`config.mk`:
```
export PLATFORM = sky130hd
export DESIGN_NAME = wb_dcache_evict_buffer
export DESIGN_NICKNAME = d
export VERILOG_FILES = /design/src/rtl/wb_dcache_evict_buffer.sv
export SDC_FILE = /design/constraint.sdc
export NUM_CORES = 1
export LEC_CHECK = 0
export ABC_AREA = 0
export CORE_MARGIN = 2
export CORE_UTILIZATION = 35
export CTS_BUF_LIST = sky130_fd_sc_hd__clkbuf_2
export DETAILED_ROUTE_END_ITERATION = 10
export HOLD_SLACK_MARGIN = 0.03
export PLACE_DENSITY_LB_ADDON = 0.08
export SYNTH_ARGS = -nofsm -noshare
export SYNTH_HDL_FRONTEND = slang
export SYNTH_SLANG_ARGS = --single-unit
```
`constraint.sdc`:
```
create_clock -name clk_i -period 12.1 [get_ports clk_i]
set_clock_uncertainty 0.2 [all_clocks]
set_input_delay 2.42 -clock clk_i [delete_from_list [all_inputs] [get_ports clk_i]]
set_output_delay 2.42 -clock clk_i [all_outputs]
set_load 0.05 [all_outputs]
```
`src/rtl/wb_dcache_evict_buffer.sv`:
```
// rtl/wb_dcache_evict_buffer.sv - write-back buffer draining dirty victim lines as AXI4 INCR bursts
module wb_dcache_evict_buffer #(
    parameter int AddrWidth = 64,
    parameter int DataWidth = 64,
    parameter int LineWidth = 128,
    parameter int IdWidth   = 4,
    parameter int AxiId     = 0,
    parameter int Depth     = 2
) (
    input  logic                   clk_i,
    input  logic                   rst_ni,
    input  logic                   evict_valid_i,
    output logic                   evict_ready_o,
    input  logic [AddrWidth-1:0]   evict_addr_i,
    input  logic [LineWidth-1:0]   evict_data_i,
    input  logic [AddrWidth-1:0]   chk_addr_i,
    output logic                   chk_hit_o,
    output logic                   aw_valid_o,
    input  logic                   aw_ready_i,
    output logic [AddrWidth-1:0]   aw_addr_o,
    output logic [IdWidth-1:0]     aw_id_o,
    output logic [7:0]             aw_len_o,
    output logic [2:0]             aw_size_o,
    output logic [1:0]             aw_burst_o,
    output logic                   w_valid_o,
    input  logic                   w_ready_i,
    output logic [DataWidth-1:0]   w_data_o,
    output logic [DataWidth/8-1:0] w_strb_o,
    output logic                   w_last_o,
    input  logic                   b_valid_i,
    output logic                   b_ready_o,
    input  logic [1:0]             b_resp_i,
    output logic                   empty_o,
    output logic                   err_o
);

    localparam int Beats = LineWidth / DataWidth;
    localparam int BeatW = (Beats > 1) ? $clog2(Beats) : 1;
    localparam int PtrW  = (Depth > 1) ? $clog2(Depth) : 1;
    localparam int CntW  = $clog2(Depth + 1);
    localparam int OffW  = $clog2(LineWidth / 8);
    localparam int LineW = AddrWidth - OffW;

    typedef enum logic [1:0] {
        ST_ADDR,
        ST_DATA,
        ST_RESP
    } state_t;

    state_t           state, state_n;
    logic [LineW-1:0] line_mem [Depth];
    logic [LineWidth-1:0] data_mem [Depth];
    logic [Depth-1:0] vld;
    logic [PtrW-1:0]  wr_ptr, rd_ptr;
    logic [CntW-1:0]  count;
    logic [BeatW-1:0] beat;
    logic             push, pop, aw_hs, w_hs;

    function automatic logic [PtrW-1:0] next_ptr(input logic [PtrW-1:0] p);
        return (p == PtrW'(Depth - 1)) ? '0 : p + 1'b1;
    endfunction

    assign evict_ready_o = (count != CntW'(Depth));
    assign empty_o       = (count == '0);
    assign push          = evict_valid_i && evict_ready_o;
    assign pop           = (state == ST_RESP) && b_valid_i;
    assign aw_hs         = aw_valid_o && aw_ready_i;
    assign w_hs          = w_valid_o && w_ready_i;

    // Constant burst attributes; the address drops the in-line offset bits.
    assign aw_addr_o  = {line_mem[rd_ptr], {OffW{1'b0}}};
    assign aw_id_o    = IdWidth'(AxiId);
    assign aw_len_o   = 8'(Beats - 1);
    assign aw_size_o  = 3'($clog2(DataWidth / 8));
    assign aw_burst_o = 2'b01;
    assign w_strb_o   = '1;
    assign w_data_o   = data_mem[rd_ptr][int'(beat) * DataWidth +: DataWidth];
    assign w_last_o   = (beat == BeatW'(Beats - 1));

    // Line storage; contents need no reset since vld/count gate every use.
    always_ff @(posedge clk_i) begin
        if (push) begin
            line_mem[wr_ptr] <= evict_addr_i[AddrWidth-1:OffW];
            data_mem[wr_ptr] <= evict_data_i;
        end
    end

    // Occupancy bookkeeping: entries live from push until their B handshake.
    always_ff @(posedge clk_i or negedge rst_ni) begin
        if (!rst_ni) begin
            wr_ptr <= '0;
            rd_ptr <= '0;
            count  <= '0;
            vld    <= '0;
        end else begin
            if (pop) begin
                rd_ptr      <= next_ptr(rd_ptr);
                vld[rd_ptr] <= 1'b0;
            end
            if (push) begin
                wr_ptr      <= next_ptr(wr_ptr);
                vld[wr_ptr] <= 1'b1;
            end
            if (push && !pop) begin
                count <= count + 1'b1;
            end else if (pop && !push) begin
                count <= count - 1'b1;
            end
        end
    end

    // Drain state and beat counter.
    always_ff @(posedge clk_i or negedge rst_ni) begin
        if (!rst_ni) begin
            state <= ST_ADDR;
            beat  <= '0;
        end else begin
            state <= state_n;
            if (aw_hs) begin
                beat <= '0;
            end else if (w_hs && !w_last_o) begin
                beat <= beat + 1'b1;
            end
        end
    end

    // Drain FSM: one burst outstanding, AW before W, entry freed on B.
    always_comb begin
        state_n    = state;
        aw_valid_o = 1'b0;
        w_valid_o  = 1'b0;
        b_ready_o  = 1'b0;
        err_o      = 1'b0;
        unique case (state)
            ST_ADDR: begin
                aw_valid_o = !empty_o;
                if (aw_valid_o && aw_ready_i) begin
                    state_n = ST_DATA;
                end
            end
            ST_DATA: begin
                w_valid_o = 1'b1;
                if (w_ready_i && w_last_o) begin
                    state_n = ST_RESP;
                end
            end
            ST_RESP: begin
                b_ready_o = 1'b1;
                if (b_valid_i) begin
                    err_o   = b_resp_i[1];
                    state_n = ST_ADDR;
                end
            end
            default: state_n = ST_ADDR;
        endcase
    end

    // Line-granular probe against pending entries and a same-cycle push.
    always_comb begin
        chk_hit_o = push && (evict_addr_i[AddrWidth-1:OffW] == chk_addr_i[AddrWidth-1:OffW]);
        for (int i = 0; i < Depth; i++) begin
            if (vld[i] && (line_mem[i] == chk_addr_i[AddrWidth-1:OffW])) begin
                chk_hit_o = 1'b1;
            end
        end
    end

endmodule
```
; Word level (Yosys, flattened, before mapping)
; Memory sizes are Yosys's and may differ from the RTL's.
; Cells that the tools add are included.
[word_totals]
register_bits = 9
ram_bits = 376
input_bits = 264
word_cells = 78
memories = 2
[op_classes]
add_sub_neg = 5
order_cmp = 4
n_eq_ne = 9
shift = 1
muxes = 25
bitwise_logic = 3
reduce_logical = 23
[mem_list]
columns = memory, depth, width, rd, rd_clocked_by_memory_dff, write_ports, line
row1 = data_mem, 2, 128, 1, 0, 1, 52  ; logic [LineWidth-1:0] data_mem [Depth];
row2 = line_mem, 2, 60, 3, 0, 1, 51  ; logic [LineW-1:0] line_mem [Depth];
[ops]
columns = cell, n
row1 = equality test 60 bit, 3
row2 = indexed part select 128 x 8 -> 64 bit, 1
row3 = two-way mux 1 bit, 15
row4 = logical AND 1 bit, 14
row5 = two-way mux 2 bit, 7
row6 = inequality test 2 bit (second input constant), 4
row7 = one-hot mux 2 bit (3 select lines), 1
row8 = logical NOT 1 bit, 4
row9 = logical NOT 2 bit, 2
row10 = < comparator 1 x 2 -> 1 bit (second input constant), 2
row11 = nonzero test 2 bit, 2
row12 = adder 1 bit (second input constant), 3
row13 = AND reduction 3 bit, 1
row14 = adder 2 x 1 -> 2 bit (second input constant), 1
row15 = AND 2 bit, 1
row16 = demux 1 bit (select 1 bit), 2
row17 = equality test 2 x 1 -> 1 bit (second input constant), 1
row18 = equality test 2 bit (second input constant), 1
row19 = greater-or-equal comparator 1 bit (second input constant), 2
row20 = inverter 2 bit, 1
row21 = OR 2 bit, 1
row22 = subtractor 2 x 1 -> 2 bit (second input constant), 1

; Logic depth before layout (Yosys ltp)
[logic_depth]
word_depth = 9
mapped_depth = 7

; Worst setup path before layout
; Ideal clock, no wire load.
[synth_timing]
path_kind = input to register
start = in evict_valid_i
end = mem data_mem[0][0] (enable)
t_arrival_ns = 10.275
required_ns = 11.162
path_slack_ns = 0.887
cell_stages = 2
path_cell_list = nand2_4 nor2_1
[synth_via]
elab_chain_cells = 3
[synth_rtl]
columns = item, line
row1 = "start, declared", 12  ; input logic evict_valid_i,
row2 = logical AND 1 bit, 65  ; assign push = evict_valid_i && evict_ready_o;
row3 = two-way mux 1 bit, 82  ; if (push) begin
row4 = two-way mux 1 bit (implied by the code), 84  ; data_mem[wr_ptr] <= evict_data_i;
row5 = "end, declared", 52
; Every way passes these cells.

; Final worst setup path
[layout_timing]
start = in chk_addr_i[50]
end = out chk_hit_o
[layout_via]
elab_chain_cells = 4
[layout_rtl]
columns = item, line
row1 = "start, declared", 16  ; input logic [AddrWidth-1:0] chk_addr_i,
row2 = "equality test 60 bit, on equally long branches", "160, 162"
row3 = "logical AND 1 bit, on equally long branches", "160, 162"
row4 = two-way mux 1 bit, 162  ; if (vld[i] && (line_mem[i] == chk_addr_i[AddrWidth-1:OffW])) begin
row5 = two-way mux 1 bit *, 162
row6 = "end, declared", 17  ; output logic chk_hit_o,
; Mark *: on every way between the ends. The rest lies on a longest branch, timed or not.

==> results.md <==
Run status:
- The run finished with clean final reports.

Clock tree:
- No sink is reached through more buffers than the 3 on the longest clock path.
- The clock buffer count from CTS is 102.
- The root buffer cell is sky130_fd_sc_hd__clkbuf_2.
- TritonCTS built the clock tree.
- After clock tree synthesis, the clock-pin slew on the worst setup and hold paths is 0.10 ns.
- The H-tree was split into 3 levels.
- Clock latency on the worst-skew pair, taken at its later pin, is 1.04 ns.
- The total of cells resized after clock tree synthesis is 0.
- The post-CTS setup-driven buffer insertion count is 0.
- Hold repair after CTS inserted 0 buffers.
- The tree built by TritonCTS fans out to 385 sinks.

Finish:
- The signed area change from the synthesized netlist to the final layout is 33.7%.
- The fraction of layout cells with a size suffix above 1 is 21.2%.
- The final-layout fill cell count is 4129.
- The share of the core filled with cells in the final layout is 47.5%.
- At the end of the flow, the number of nets in the layout was 1618.

Die:
- The floorplan step defined a die boundary enclosing 0.0480 sq mm.
- The placeable core region is 0.0456 sq mm.
- The starting utilization of the core area is 35.6%.
- The chip height is 219 um.
- Measured along the x axis, the die boundary spans 219 um.
- In this run the core area contains 78 standard-cell rows.
- During I/O placement, the number of pins put on the boundary was 425.

Timing:
- The final worst-path setup slack is 4.04 ns.
- Timing would allow up to 0.124 GHz.
- After routing, the total negative slack on setup checks comes to 0 ns.
- The fraction of the cycle the final worst path needs is 66.6%.
- The worst hold margin is 0.351 ns.
- Setup repair after global routing left no endpoint under its margin.
- Setup violations remaining at the end of the flow were counted as 0.
- The count of endpoints failing hold in the final timing report was 0.
- The worst pin sits at a relative slew slack of 29.3%.
- The number of pins with negative max-slew slack in the final report was 0.
- The worst path in the final design needs a cycle of 8.06 ns, including I/O delays and setup.
- For the pin with the worst max-slew slack, the measured transition is 1.06 ns.

Synthesis:
- The number of synthesized register bits is 385.
- Synthesis handed over a netlist of 879 instances.
- Averaged over all synthesized cells, the footprint is 18.4 sq um.
- The number of warnings issued by yosys is 0.
- The most used flip-flop cell after synthesis is sky130_fd_sc_hd__edfxtp_1.
- Yosys mapped a number of flops with a built-in enable equal to 376.
- After synthesis the cells add up to 0.0162 sq mm.
- The sequential share of the synthesized area is 71.1%.
- The number of different library cells used by synthesis comes to 39.
- The share of synthesized flip-flops with an asynchronous set or reset is 2.34%.

Route:
- In the routed design, unresolved DRC markers number 0.
- Dividing the detail-routed wire length by the instance count gives 22.8 um.
- The number of nets with antenna violations after detailed routing is 0.
- The number of iterations in the first detailed-routing pass is 5.
- Wires add up to 46400 um.
- In this run, the number of DRC markers left after iteration 0 of detailed routing was 537.
- The detail-routed via count per cell is 4.78.
- The final route contains 9739 vias.

Global routing:
- Entering global routing, the biggest net connects 77 pins.
- The global-route wire length before repair is 66000 um.
- The total overflow left after global routing is 0.
- The global router's overall resource usage is 19.2%.
- The via count of the first global-routing pass is 10500.
- The initial antenna violation count was 16.

Power:
- The maximum ir drop on the vdd rail is 0.000172 V.
- In this run the static leakage power is 7.47 nW.
- The total power per unit cell area is 248 mW/mm^2.

Critical path:
- STA classifies the critical path endpoint as an output port.
- The type of element launching the critical path is a primary input.
- For the worst setup path, the data arrival time is 5.44 ns.
- The peak fanout along the critical path is 3.
- The data required time of the worst path is 9.48 ns.
- The critical path in this run is classified as in -> out.

Worst hold path:
- The min-delay analysis places its worst path in the category reg -> reg.

Placed design:
- The wire-length estimate of the detail-placed layout is 33400 um.
- The count of buffers added on input and output ports is 386.
- At the end of routability-driven placement, the weighted congestion stood at 0.834.
- Prior to clock tree synthesis, the placed netlist has a worst setup slack of 4.05 ns.

Job:
- The number of max-capacitance violations reported is 0.
[flip-flops by register name, indices dropped and copies added (netlist names)]
signal / flops
w_last_o: 1
data_mem: 256
rd_ptr: 1
vld: 2
wr_ptr: 1
line_mem: 120
count: 2
state: 2
[kinds of logic after synthesis]
kind of cell               count (synthesis)  synth area share, %
buffers and inverters                     88                 2.82
DFF                                      385                 71.1
muxes                                    116                 12.5
other                                      2               0.0463
adders and majority gates                  1               0.0772
AOI/OAI and AO/OA                         52                 2.19
xor gates and xnor gates                 148                 8.00
and+or+nand+nor                           87                 3.29
[placed cells by master, fill, tap and decap left out, types with 3 or more instances in the layout]
cell                                n
sky130_fd_sc_hd__xor2_1            86
sky130_fd_sc_hd__mux2_2            52
sky130_fd_sc_hd__mux4_2            64
sky130_fd_sc_hd__clkdlybuf4s50_1  386
sky130_fd_sc_hd__a21oi_1            3
sky130_fd_sc_hd__inv_1             31
sky130_fd_sc_hd__a22oi_1            7
sky130_fd_sc_hd__nand4_1           23
sky130_fd_sc_hd__edfxtp_1         376
sky130_fd_sc_hd__diode_2            9
sky130_fd_sc_hd__clkbuf_2         156
sky130_fd_sc_hd__conb_1            29
sky130_fd_sc_hd__inv_2              8
sky130_fd_sc_hd__bufinv_16          3
sky130_fd_sc_hd__o22ai_1           14
sky130_fd_sc_hd__dfrtp_1            7
sky130_fd_sc_hd__o2bb2ai_1          7
sky130_fd_sc_hd__nor4_1            25
sky130_fd_sc_hd__nand2_1           10
sky130_fd_sc_hd__nor2_1             7
sky130_fd_sc_hd__nand3_1            3
sky130_fd_sc_hd__o21ai_0           12
sky130_fd_sc_hd__nor4b_1            3
sky130_fd_sc_hd__a221oi_1           5
sky130_fd_sc_hd__xnor2_1           62
sky130_fd_sc_hd__buf_4              8
sky130_fd_sc_hd__clkinv_1          17
[layer usage]
layer	GRT usage, %	part of all wire (%)	vias up
met4	6.78	2.2	16
met3	7.79	8.7	90
li1	-	-	4434
met5	0	0.23	-
met1	24.0	42	4824
met2	30.1	47	375
[metrics by stage]
stage	cells	power, mW	cell area (sq um)
6_report	2039	5.37	21700
5_1_grt	2036	5.63	21700
4_1_cts	2030	5.47	21600
3_5_place_dp	1849	4.50	20700
3_3_place_gp	1849	4.50	20700
2_1_floorplan	906	3.68	16300
[worst max-delay path, cell delays in order]
cell and delay (ns):
sky130_fd_sc_hd__clkdlybuf4s50_1 0.49, sky130_fd_sc_hd__xnor2_1 0.30, sky130_fd_sc_hd__nand4_1 0.24, sky130_fd_sc_hd__nor4_1 0.45
sky130_fd_sc_hd__nand4_1 0.18, sky130_fd_sc_hd__nor4_1 0.31, sky130_fd_sc_hd__or3_1 0.16, sky130_fd_sc_hd__clkdlybuf4s50_1 0.88
[layout make-up]
type                       count  area (sq um)  area share (%)
inverter                      37           139           0.641
multi-input combinational    433          4340            20.1
clock buffer                 156           781            3.60
tap                          600           751            3.47
timing repair buffer         394          3920            18.1
antenna                        9          22.5           0.104
sequential                   385         11500            53.2
clock inverter                25           180           0.832
[path summary, 6_finish.rpt]
| path | start | end | slack (ns) | cells after the start |
|---|---|---|---|---|
| min | count[1] | count[1] | 0.35 | 1 |
| max in group asynchronous | rst_ni | rd_ptr | 9.88 | 1 |
| min in group asynchronous | rst_ni | rd_ptr | 1.48 | 1 |
| min reg2reg | count[1] | count[1] | 0.35 | 1 |
| max | chk_addr_i[50] | chk_hit_o | 4.04 | 8 |
| max reg2reg | count[0] | data_mem[0][104] | 8.69 | 5 |
[cells in the mapped netlist (6+ instances only)]
library cell | n | area, sq um
sky130_fd_sc_hd__a22oi_1 | 7 | 52.6
sky130_fd_sc_hd__buf_2 | 14 | 70.1
sky130_fd_sc_hd__buf_4 | 29 | 218
sky130_fd_sc_hd__dfrtp_1 | 9 | 225
sky130_fd_sc_hd__edfxtp_1 | 376 | 11300
sky130_fd_sc_hd__inv_1 | 31 | 116
sky130_fd_sc_hd__inv_2 | 6 | 22.5
sky130_fd_sc_hd__mux2_2 | 52 | 586
sky130_fd_sc_hd__mux4_2 | 64 | 1440
sky130_fd_sc_hd__nand2_1 | 10 | 37.5
sky130_fd_sc_hd__nand4_1 | 23 | 144
sky130_fd_sc_hd__nor2_1 | 8 | 30.0
sky130_fd_sc_hd__nor4_1 | 25 | 156
sky130_fd_sc_hd__o21ai_0 | 12 | 60.1
sky130_fd_sc_hd__o22ai_1 | 14 | 87.6
sky130_fd_sc_hd__o2bb2ai_1 | 7 | 61.3
sky130_fd_sc_hd__xnor2_1 | 62 | 543
sky130_fd_sc_hd__xor2_1 | 86 | 753
[power breakdown]
group / switching [mW] / internal [mW]
logic: 1.57 / 0.879
registers: 0.155 / 1.83
clock network: 0.537 / 0.405
total: 2.26 / 3.11
Note: power is estimated with default switching activity, not from simulation.
